==> src/rtl/reg_load_sequencer_pkg.sv <==
// rtl/reg_load_sequencer_pkg.sv - shared opcodes, state encoding and shift/ALU codes for reg_load_sequencer
package reg_load_sequencer_pkg;

    localparam logic [3:0] OP_NOP   = 4'h0;
    localparam logic [3:0] OP_LOADA = 4'h1;
    localparam logic [3:0] OP_LOADB = 4'h2;
    localparam logic [3:0] OP_ADD   = 4'h3;
    localparam logic [3:0] OP_SUB   = 4'h4;
    localparam logic [3:0] OP_SHLD  = 4'h5;
    localparam logic [3:0] OP_LSH   = 4'h6;
    localparam logic [3:0] OP_RSH   = 4'h7;

    typedef enum logic {
        ST_IDLE = 1'b0,
        ST_EXEC = 1'b1
    } seq_state_t;

    localparam logic [1:0] SHIFT_HOLD = 2'b00;
    localparam logic [1:0] SHIFT_RSH  = 2'b01;
    localparam logic [1:0] SHIFT_LSH  = 2'b10;

    localparam logic ALU_ADD = 1'b0;
    localparam logic ALU_SUB = 1'b1;

    // Opcodes 0x8..0xF are undefined; the top bit alone separates them.
    function automatic logic is_illegal_op(input logic [3:0] op);
        return op[3];
    endfunction

endpackage

==> src/rtl/seq_down_counter.sv <==
// rtl/seq_down_counter.sv - loadable down-counter with zero/one flags for the shift repeat count
//
// Ports:
//   clk, reset      rising-edge clock, synchronous active-high reset
//   load, load_value  load the counter (takes priority over dec)
//   dec             decrement by one; saturates at zero
//   is_zero, is_one flags decoded from the current count
module seq_down_counter #(
    parameter int WIDTH = 4
) (
    input  logic             clk,
    input  logic             reset,
    input  logic             load,
    input  logic [WIDTH-1:0] load_value,
    input  logic             dec,
    output logic             is_zero,
    output logic             is_one
);

    logic [WIDTH-1:0] count;

    always_ff @(posedge clk) begin
        if (reset) begin
            count <= '0;
        end else if (load) begin
            count <= load_value;
        end else if (dec && (count != '0)) begin
            count <= count - 1'b1;
        end
    end

    assign is_zero = (count == '0);
    assign is_one  = (count == {{(WIDTH-1){1'b0}}, 1'b1});

endmodule

==> src/rtl/reg_load_sequencer.sv <==
// rtl/reg_load_sequencer.sv - instruction sequencer driving register-file load strobes, ALU select and shifter control
//
// Optional feature macro: SEQ_RETIRE_COUNT_EN adds the 8-bit retired-instruction counter port.
//
// Ports:
//   clk, reset            rising-edge clock, synchronous active-high reset
//   instr_valid, instr    instruction handshake input ([7:4] opcode, [3:0] immediate)
//   instr_ready           sequencer idle and able to accept
//   LDA, LDB, LDO         one-cycle load strobes for registers A, B and O
//   data_out              immediate for A/B and shifter data input (holds between loads)
//   alu_sel               0 = ADD, 1 = SUB, meaningful while LDO is high
//   shift_load            one-cycle shifter load strobe
//   shift_state           10 = LSH, 01 = RSH, 00 = hold
//   busy                  high while executing
//   illegal               sticky unknown-opcode flag
//   retired               (SEQ_RETIRE_COUNT_EN) wrapping count of completed instructions
module reg_load_sequencer
    import reg_load_sequencer_pkg::*;
#(
    parameter int DATA_WIDTH   = 4,
    parameter int OPCODE_WIDTH = 4
) (
    input  logic                               clk,
    input  logic                               reset,
    input  logic                               instr_valid,
    input  logic [OPCODE_WIDTH+DATA_WIDTH-1:0] instr,
    output logic                               instr_ready,
    output logic                               LDA,
    output logic                               LDB,
    output logic                               LDO,
    output logic [DATA_WIDTH-1:0]              data_out,
    output logic                               alu_sel,
    output logic                               shift_load,
    output logic [1:0]                         shift_state,
    output logic                               busy,
    output logic                               illegal
`ifdef SEQ_RETIRE_COUNT_EN
    ,
    output logic [7:0]                         retired
`endif
);

    seq_state_t                state;
    logic [OPCODE_WIDTH-1:0]   opcode;
    logic [DATA_WIDTH-1:0]     imm;
    logic                      accept;
    logic                      shifting;
    logic                      cnt_load;
    logic                      cnt_dec;
    logic                      cnt_zero;
    logic                      cnt_one;

    assign opcode = instr[OPCODE_WIDTH+DATA_WIDTH-1:DATA_WIDTH];
    assign imm    = instr[DATA_WIDTH-1:0];

    // instr_ready is a registered copy of (state == IDLE), so it is the handshake qualifier.
    assign accept   = (state == ST_IDLE) && instr_valid && instr_ready;
    // A nonzero shift_state marks a shift in progress; zero-count shifts never set it.
    assign shifting = (shift_state != SHIFT_HOLD);

    assign cnt_load = accept && ((opcode == OP_LSH) || (opcode == OP_RSH)) && (imm != '0);
    assign cnt_dec  = (state == ST_EXEC) && shifting && !cnt_zero;

    seq_down_counter #(
        .WIDTH(DATA_WIDTH)
    ) u_shift_cnt (
        .clk       (clk),
        .reset     (reset),
        .load      (cnt_load),
        .load_value(imm),
        .dec       (cnt_dec),
        .is_zero   (cnt_zero),
        .is_one    (cnt_one)
    );

    always_ff @(posedge clk) begin
        if (reset) begin
            state       <= ST_IDLE;
            instr_ready <= 1'b1;
            LDA         <= 1'b0;
            LDB         <= 1'b0;
            LDO         <= 1'b0;
            data_out    <= '0;
            alu_sel     <= ALU_ADD;
            shift_load  <= 1'b0;
            shift_state <= SHIFT_HOLD;
            busy        <= 1'b0;
            illegal     <= 1'b0;
`ifdef SEQ_RETIRE_COUNT_EN
            retired     <= 8'd0;
`endif
        end else begin
            case (state)
                ST_IDLE: begin
                    if (accept) begin
                        // Decode straight from instr on the handshake edge so the
                        // strobes are already registered in the first EXEC cycle.
                        state       <= ST_EXEC;
                        instr_ready <= 1'b0;
                        busy        <= 1'b1;
                        case (opcode)
                            OP_NOP: ;
                            OP_LOADA: begin
                                LDA      <= 1'b1;
                                data_out <= imm;
                            end
                            OP_LOADB: begin
                                LDB      <= 1'b1;
                                data_out <= imm;
                            end
                            OP_ADD: begin
                                LDO     <= 1'b1;
                                alu_sel <= ALU_ADD;
                            end
                            OP_SUB: begin
                                LDO     <= 1'b1;
                                alu_sel <= ALU_SUB;
                            end
                            OP_SHLD: begin
                                shift_load <= 1'b1;
                                data_out   <= imm;
                            end
                            OP_LSH: begin
                                if (imm != '0) shift_state <= SHIFT_LSH;
                            end
                            OP_RSH: begin
                                if (imm != '0) shift_state <= SHIFT_RSH;
                            end
                            default: begin
                                if (is_illegal_op(opcode[3:0])) illegal <= 1'b1;
                            end
                        endcase
                    end
                end
                ST_EXEC: begin
                    // Shifts stay while the counter is above one; it was loaded
                    // with n, so shift_state is held for exactly n cycles.
                    if (!(shifting && !cnt_one)) begin
                        state       <= ST_IDLE;
                        instr_ready <= 1'b1;
                        busy        <= 1'b0;
                        LDA         <= 1'b0;
                        LDB         <= 1'b0;
                        LDO         <= 1'b0;
                        alu_sel     <= ALU_ADD;
                        shift_load  <= 1'b0;
                        shift_state <= SHIFT_HOLD;
`ifdef SEQ_RETIRE_COUNT_EN
                        retired     <= retired + 8'd1;
`endif
                    end
                end
                default: begin
                    state       <= ST_IDLE;
                    instr_ready <= 1'b1;
                    busy        <= 1'b0;
                end
            endcase
        end
    end

endmodule

==> config.mk <==
export PLATFORM = sky130hd
export DESIGN_NAME = reg_load_sequencer
export DESIGN_NICKNAME = d
export VERILOG_FILES = /design/src/rtl/reg_load_sequencer_pkg.sv /design/src/rtl/seq_down_counter.sv /design/src/rtl/reg_load_sequencer.sv
export SDC_FILE = /design/constraint.sdc
export NUM_CORES = 1
export LEC_CHECK = 0
export CORE_MARGIN = 2
export CORE_UTILIZATION = 35
export CTS_BUF_LIST = sky130_fd_sc_hd__clkbuf_8
export CTS_CLUSTER_DIAMETER = 120
export CTS_CLUSTER_SIZE = 8
export DETAILED_ROUTE_END_ITERATION = 7
export PLACE_DENSITY = 0.61
export SLEW_MARGIN = 30
export SYNTH_ARGS = -nofsm -noshare
export SYNTH_HDL_FRONTEND = slang
export SYNTH_SLANG_ARGS = --single-unit
==> constraint.sdc <==
create_clock -name clk -period 1.85 [get_ports clk]
set_input_delay 0.555 -clock clk [delete_from_list [all_inputs] [get_ports clk]]
set_output_delay 0.555 -clock clk [all_outputs]
set_load 0.005 [all_outputs]
---- Word level (Yosys, flattened, before mapping) ----
Cells that the tools add are included.
storage, ports and cells
  flip-flop bits (word level) ............. 19
  input port bits ......................... 11
  output and inout bits ................... 14
  logic and storage cells ................. 94
cells by class
  add/sub/neg operators ................... 1
  equal/unequal tests ..................... 18
  multiplexer cells ....................... 32
  bitwise operators ....................... 2
  reduce and logical (&&, ||, !) cells .... 29
operator list
  cell                                                                   count
  1-bit one-hot mux with 2 select lines                                  9
  3-bit AND reduction                                                    6
  4-bit by 3-bit equality test with 1-bit output, second input constant  4
  1-bit two-way mux                                                      15
  4-bit by 1-bit equality test with 1-bit output, second input constant  2
  4-bit by 2-bit equality test with 1-bit output, second input constant  2
  1-bit logical AND                                                      8
  4-bit logical NOT                                                      2
  2-bit two-way mux                                                      4
  4-bit two-way mux                                                      2
  2-bit one-hot mux with 2 select lines                                  2
  4-bit nonzero test                                                     2
  8-bit OR reduction                                                     1
  2-bit by 1-bit != test with 1-bit output, second input constant        3
  2-bit != test, second input constant                                   3
  3-bit by 1-bit != test with 1-bit output, second input constant        2
  3-bit by 2-bit != test with 1-bit output, second input constant        2
  5-bit AND reduction                                                    1
  4-bit AND reduction                                                    1
  2-bit nonzero test                                                     2
  4-bit by 1-bit subtractor with 4-bit output, second input constant     1
  3-bit OR reduction                                                     1
  1-bit logical NOT                                                      2
  1-bit NOT                                                              2
  3 further kinds                                                        3

---- Logic depth before layout (Yosys ltp) ----
Gate-level depths: netlist of the first run.
  depth after elaboration ................. 6
  depth in mapped cells ................... 6
  mapped depth without buffers ............ 6

---- Cells and area by module ----
From an unflattened synthesis of the first run, not the netlist that was laid out.
second synthesis, totals
  cells, all modules ...................... 108
  area, all modules ....................... 997.2 um^2
by module, submodules not included
  module              instances  cells each  area each (um^2)  seq. area each (um^2)
  reg_load_sequencer  1          77          714.4             300.3
  seq_down_counter    1          31          282.8             80.1

---- Worst setup path after synthesis of the first run ----
No wires, ideal clock.
  path type ............................... input-to-reg
  start ................................... input instr[4]
  end ..................................... register LDO
  library setup time ...................... 0.116 ns
  arrival time ............................ 1.480 ns
  required time ........................... 1.734 ns
  path slack .............................. 0.254 ns
  cell stages on the path ................. 5
  buffers on the path ..................... 1
  cells stage by stage .................... buf_2 -> nor4b_1 -> a311oi_1 -> a21o_2 -> a31o_2
between the ends
  cells in the longest elaborated chain, start to end .. 4
  elaborated cells on any way between the ends .. 5
  those cells by class .................... eq/ne: 3; reduce/logical: 2
RTL lines
  what                                                                                                                     RTL line                   source
  from (decl)                                                                                                              reg_load_sequencer.sv:26   input logic [OPCODE_WIDTH+DATA_WIDTH-1:0] instr,
  4-bit by 3-bit equality test with 1-bit output / 4-bit by 2-bit equality test with 1-bit output (equally long branches)  reg_load_sequencer.sv:101  case (opcode)
  2-bit OR reduction (no source line) (*)                                                                                  n/a
  2-bit != test (no source line) (*)                                                                                       n/a
  3-bit AND reduction (no source line) (*)                                                                                 n/a
  to (signal assigned)                                                                                                     reg_load_sequencer.sv:112  LDO <= 1'b1;
  to (signal assigned)                                                                                                     reg_load_sequencer.sv:116  LDO <= 1'b1;
  to (signal assigned)                                                                                                     reg_load_sequencer.sv:144  LDO <= 1'b0;
  to (decl)                                                                                                                reg_load_sequencer.sv:30   output logic LDO,
Every way passes the cells marked *; elsewhere a longest branch is shown, timed or not.
A chain may end at the register's enable or synchronous reset.

---- Worst setup path in the final report of the first run ----
  start ................................... input instr_valid
  end ..................................... register u_shift_cnt.count[3]
between the ends
  cells in the longest elaborated chain, start to end .. 5
  elaborated cells on any way between the ends .. 6
  those cells by class .................... mux: 1; reduce/logical: 5
RTL lines
  what                                                            RTL line                  source
  from (decl)                                                     reg_load_sequencer.sv:25  input logic instr_valid,
  1-bit logical AND (*) (2 in a row)                              reg_load_sequencer.sv:57  assign accept = (state == ST_IDLE) && instr_valid && instr_ready;
  1-bit logical AND (*) (2 in a row)                              reg_load_sequencer.sv:61  assign cnt_load = accept && ((opcode == OP_LSH) || (opcode == OP_RSH)) && (imm != '0);
  4-bit two-way mux / 2-bit nonzero test (equally long branches)  n/a
  to (signal assigned)                                            seq_down_counter.sv:26    count <= load_value;
  to (signal assigned)                                            seq_down_counter.sv:28    count <= count - 1'b1;
  to (decl)                                                       seq_down_counter.sv:20    logic [WIDTH-1:0] count;
Marks and branches as above.

==> results of run 1 <==
-- sequential cells by signal, summed over array words and instances (netlist names) --
signal / count
alu_sel: 1
LDB: 1
state: 1
LDA: 1
shift_state: 2
instr_ready: 1
busy: 1
u_shift_cnt.count: 4
LDO: 1
data_out: 4
illegal: 1
shift_load: 1
-- cell usage after synthesis (2+ instances only) --
cell	n
or3_1	2
o21ai_1	2
xnor2_1	2
clkbuf_1	3
inv_1	4
nor2_1	15
dfxtp_1	19
nand2_1	4
ha_1	3
nor4_1	2
nor3b_1	2
a2bb2oi_1	4
a21oi_1	7
nand3_1	5
nor3_1	2
o21ai_0	3
mux2i_1	6
nor4b_1	2
buf_6	2
-- where the power goes --
part	switching, mW	total, mW	internal, mW
clock network	0.130	0.277	0.147
logic	0.0623	0.148	0.0861
registers	0.0121	0.435	0.423
total	0.204	0.860	0.656
-- logic make-up after synthesis --
group / count (synthesis) / synth area share
flops: 19 / 0.405
xor+xnor: 2 / 0.0186
mux: 6 / 0.0639
compound gates: 24 / 0.173
fa+ha+maj: 3 / 0.0400
buf+inv: 10 / 0.0572
simple gates: 41 / 0.242
-- worst reg2reg max path, stage by stage (launching register included) --
cell and delay [ps]:
dfxtp_1 420, ha_1 170, nor3b_1 260, o21ai_1 130
a21o_2 250, a31o_2 240
-- per-layer routing --
metal,GRT usage,routed length [um],vias up
met4,0.0816,51,0
met5,0,0,-
li1,-,-,449
met1,0.199,1020,424
met3,0.0279,69,6
met2,0.264,1130,20
-- what timing repair did --
action / in CTS / in global routing
endpoints found under the setup margin: 7 / 6
gates cloned: 0 / 0
gates resized for setup: 4 / 3
-- area by class of cell --
cell class / instances / area [um2]
repair buffers: 38 / 353
flip-flops and latches: 19 / 380
clock inverters: 1 / 3.75
multi-input cells: 76 / 527
fillers: 254 / 1140
well taps: 30 / 37.5
inverters: 4 / 15.0
clock buffers: 3 / 41.3
-- path summary, 6_finish.rpt --
kind	from	end	cells past startpoint
setup / recovery	instr_valid	u_shift_cnt.count[3]	5
hold reg to reg	shift_load	shift_load	2
setup reg to reg	u_shift_cnt.count[0]	LDO	5
hold / removal	shift_load	shift_load	2
-- metrics by stage --
stage               power, mW  hold WS (ps)
floorplan               0.507           453
global placement        0.587           448
detailed placement      0.590           457
CTS                     0.872           466
global route            0.905           499
finish                  0.860           462
==> results.md, run 1 <==
* Cell count after synthesis at 105
* Worst hold path type: flop to flop
* Final instance area at 1360 um2
* Hold-fix buffers at CTS at 0
* I/O Buffers at 24
* ANT nets after route at 0
* DR vias at 899
* Area leader, netlist: dfxtp_1
* RePlAce Congestion at 0.830
* First-pass GRT wire length at approximately 4000 um
* H-Tree Depth at 1
* Minimum clock period at 1760 ps
* Setup ws final at 93.4 ps
* Top FF cell, synth: dfxtp_1
* Clock-pin slew on the worst setup and hold paths at 70 ps
* Final Max Tran Viols at 0
* Setup TNS at 0 ps
* Slew @ Worst Pin at 348 ps
* Max Cap Viol at 0
* Root Buffer: clkbuf_8
* Unique masters post-synth at 35
* Share of layout cells above drive strength 1 at 0.184
* Area contributors post-synth: dfxtp_1, mux2i_1, nor2_1
* Initial DRC count at 14
* CTS sink cnt at 19
* Worst VDD drop at 0.000531 V
* Peak Freq at 569 MHz
* Largest net degree at the start of global routing at 13
* Height of the die at 55.8 um
* Worst path max stage delay at 530 ps
* Yosys warnings at 0
* Crit path cell chain: clkdlybuf4s50_1, nand3b_4, or3_4, a32oi_1, o21ai_0
* Starting density of the core at 0.376
* Pwr per Cell Area at roughly 630 nW/um2
* Area delta synth->final at 44.5%
* Hpwl dp at 1760 um
* Clock Skews at 3.79 ps
* # rows at 18
* Yosys reg bits at 19
* Crit path max-delay family: buffers and inverters
* Avg Inst Size Synth at 8.95 um2
* Total gr overflow at 0
* Post-route DRC at 0
* Syn Nets at 119
* Startpoint types: input pin
* Crit. End Element: flop
* Final number of setup-violating endpoints at 0
* Worst Path Required at roughly 2000 ps
* Critical path buffer and inverter count at 1
* Critical path type: input pin to flop
* Number of synthesized flops with an enable pin at 0
* WL final at 2270 um
* Cell area after placement at about 1300 um2
* Most frequent cells in the layout: clkdlybuf4s50_1, dfxtp_1, nor2_1
* # diodes at 0
* Slowest cell on crit path: clkdlybuf4s50_1
* I/O pin total at 25
* # Post-CTS Setup Buffers at 0
* RSZ-0062 raised after global routing: false
* Die area at 3120 um2
* Clock Latency Late Sink at about 250 ps
* Synth top area share at 0.405
* Fin cells at ~170
* CTS Buf Count at 3
* Worst-path maximum fanout at 7
* Core Area at 2500 um2
* Placed cells at 167
* Avg Vias per Cell at between 5 and 6
* CTS tree: built
* R2r setup slk at around 280 ps
* WL per Instance at approximately 13 um
* Slew headroom at 0.766
* Initial antenna violation count at 0
* Final Hold Viols at 0
* P_leak at 0.575 nW
* Post-Syn Area at between 900 and 1000 um2
* Vias in the first global route at 875
* Status: completed
* Finished Core Util at 0.543
* Arrival time at the worst endpoint at 1900 ps
* Place WS at -325 ps
* TritonRoute pass-1 iters at 6
* Clock Tree Buf Depth at 2
* Post-synthesis sequential area ratio at 0.405
* Synth async-reset ratio at 0
* Chip width at 55.8 um
* Layout Nets at 156
* Gr usage total at 0.160
* Most common cell after layout, fill and taps aside: clkdlybuf4s50_1
* Period utilisation layout at 0.949
Power figures use the tool's default switching activity.
==> run 2, diff against run 1 <==
--- a/config.mk
+++ b/config.mk
@@ -5,13 +5,15 @@
 export SDC_FILE = /design/constraint.sdc
 export NUM_CORES = 1
 export LEC_CHECK = 0
+export CELL_PAD_IN_SITES_DETAIL_PLACEMENT = 0
+export CELL_PAD_IN_SITES_GLOBAL_PLACEMENT = 1
 export CORE_MARGIN = 2
 export CORE_UTILIZATION = 35
 export CTS_BUF_LIST = sky130_fd_sc_hd__clkbuf_8
 export CTS_CLUSTER_DIAMETER = 120
 export CTS_CLUSTER_SIZE = 8
 export DETAILED_ROUTE_END_ITERATION = 7
-export PLACE_DENSITY = 0.61
+export PLACE_DENSITY = 0.78
 export SLEW_MARGIN = 30
 export SYNTH_ARGS = -nofsm -noshare
 export SYNTH_HDL_FRONTEND = slang
==> results.md, run 2 (synthesized netlist as in run 1, its figures left out) <==
* I/O pin total at 25 (unchanged)
* Initial antenna violation count at 0 (unchanged)
* Critical path type: input pin to flop (unchanged)
* Top Metal Used: met4 (unchanged)
* Area delta synth->final at 43.4% (was 44.5%)
* P_leak at 0.565 nW (was 0.575 nW)
* Status: completed (unchanged)
* # Post-CTS Setup Buffers at 0 (unchanged)
* Gr usage total at 0.143 (was 0.160)
* DR vias at 898 (was 899)
* Fin cells at 171 (unchanged)
* Multi-input logic area at 520 um2 (was 527 um2)
* CTS sink cnt at 19 (unchanged)
* Setup ws final at 21.0 ps (was 93.4 ps)
* Peak Freq at 547 MHz (was 569 MHz)
* TritonRoute pass-1 iters at 4 (was 6)
* Initial DRC count at 7 (was 14)
* Vias in the first global route at 824 (was 875)
* Fill cells at 241 (was 254)
* Met3 Wirelength at 87 um (was 69 um)
* Cells on worst reg2reg path at 5 (unchanged)
* Slew headroom at 0.779 (was 0.766)
* I/O Buffers at 24 (unchanged)
* # diodes at 0 (unchanged)
* Clock-pin slew on the worst setup and hold paths at 70 ps (about the same)
* Final number of setup-violating endpoints at 0 (unchanged)
* Arrival time at the worst endpoint at 1990 ps (was 1900 ps)
* Most common cell after layout, fill and taps aside: clkdlybuf4s50_1 (unchanged)
* Pwr per Cell Area at 647 nW/um2 (was 634 nW/um2)
* Minimum clock period at 1830 ps (was 1760 ps)
* Cell area after placement at 1280 um2 (unchanged)
* Reg-to-reg endpoint: LDO (unchanged)
* First-pass GRT wire length at 3500 um (was 3950 um)
* # rows at 18 (unchanged)
* Hold Path End: alu_sel (was shift_load)
* Worst-path maximum fanout at 5 (was 7)
* Total gr overflow at 0 (unchanged)
* Max Cap Viol at 0 (unchanged)
* Regs by FF count: data_out: 4 flops, u_shift_cnt.count: 4 flops, shift_state: 2 flops (unchanged)
* Starting density of the core at 0.376 (unchanged)
* Final instance area at 1350 um2 (was 1360 um2)
* Slew @ Worst Pin at 326 ps (was 348 ps)
* WL final at 2170 um (was 2270 um)
* Startpoint types: input pin (unchanged)
* Final Hold Viols at 0 (unchanged)
* Met2 wire len at 985 um (was 1130 um)
* Hpwl dp at 1680 um (was 1760 um)
* CTS Buf Count at 3 (unchanged)
* Avg Vias per Cell at 5.25 (was 5.26)
* Setup TNS at 0 ps (unchanged)
* Place WS at -353 ps (was -325 ps)
* Worst hold start: alu_sel (was shift_load)
* Clock Skews at 1.81 ps (was 3.79 ps)
* Hold depth at 2 (unchanged)
* Share of layout cells above drive strength 1 at 0.177 (was 0.184)
* Worst hold path type: flop to flop (unchanged)
* Chip width at 55.8 um (unchanged)
* Post-route DRC at 0 (unchanged)
* R2r startpoint: u_shift_cnt.count[0] (unchanged)
* ANT nets after route at 0 (unchanged)
* Placed cells at 167 (unchanged)
* Metal-1 WL at 1040 um (was 1020 um)
* WL per Instance at 12.7 um (was 13.3 um)
* Most frequent cells in the layout: clkdlybuf4s50_1, dfxtp_1, nor2_1 (unchanged)
* R2r setup slk at 220 ps (was 280 ps)
* H-Tree Depth at 1 (unchanged)
* RSZ-0062 raised after global routing: false (unchanged)
* Worst Path Required at 2010 ps (was 1990 ps)
* Crit. End Element: flop (unchanged)
* Sequential cell area at 380 um2 (unchanged)
* Height of the die at 55.8 um (unchanged)
* Largest net degree at the start of global routing at 13 (unchanged)
* Period utilisation layout at 0.989 (was 0.949)
* Final Max Tran Viols at 0 (unchanged)
* Worst VDD drop at 0.000436 V (was 0.000531 V)
* Final Power at 871 uW (was 860 uW)
* CTS tree: built (unchanged)
* Clock Latency Late Sink at 260 ps (was 250 ps)
* Core Area at 2500 um2 (unchanged)
* RePlAce Congestion at 0.815 (was 0.830)
* Die area at 3120 um2 (unchanged)
* Layout Nets at 156 (unchanged)
* Clock Tree Buf Depth at 2 (unchanged)
* Hold-fix buffers at CTS at 0 (unchanged)
* Root Buffer: clkbuf_8 (unchanged)
[run 2: cell count changes in the layout (fill, tap and decap cells not counted), sizes merged]
cell,previous run,this run
dlygate4sd2,0,1
dlymetal6s2s,3,2
[run 2: where the power goes]
part / switching (mW) / internal, mW / total (mW)
Combinational: 0.0606 / 0.0850 / 0.146
Sequential: 0.0126 / 0.422 / 0.435
Clock: 0.143 / 0.148 / 0.291
Total: 0.216 / 0.655 / 0.871
[run 2: worst max-delay path, cell delays in order]
cell	delay [ps]
clkdlybuf4s50_1	490
nor4b_1	380
a311oi_1	110
a21o_2	220
a31o_2	230
[run 2: per-stage QoR]
step	utilization	hold WS, ps
after detailed placement	0.514	456
after CTS	0.536	462
after floorplan	-	453
after global routing	0.539	485
after global placement	0.514	449
final	0.539	460
[run 2: worst max path at each step]
stage | startpoint | to | slack [ps] | cells after the start
after floorplan | instr[4] | LDO | 250 | 5
after global placement | instr[7] | shift_state[1] | -300 | 5
after detailed placement | instr[7] | u_shift_cnt.count[3] | -350 | 5
after CTS | instr[5] | data_out[3] | 40 | 5
after global routing | instr_valid | u_shift_cnt.count[3] | 5 | 5
final | instr[4] | LDO | 20 | 5
[run 2: layout make-up]
| class | count | share of cell area |
|---|---|---|
| multi-input combinational | 76 | 0.386 |
| sequential | 19 | 0.282 |
| timing repair buffer | 38 | 0.259 |
| clock buffer | 3 | 0.0306 |
| tap | 30 | 0.0279 |
| inverter | 4 | 0.0111 |
| clock inverter | 1 | 0.00279 |
[run 2: timing repair]
item | CTS | global route
hold endpoints to repair | 0 | 0
gates resized for setup | 3 | 3
endpoints found under the setup margin | 6 | 6
[run 2: layer usage]
metal | GRT usage | vias up
li1 | - | 448
met1 | 0.176 | 417
met2 | 0.233 | 28
met3 | 0.0279 | 5
met4 | 0.0816 | 0
met5 | 0 | -
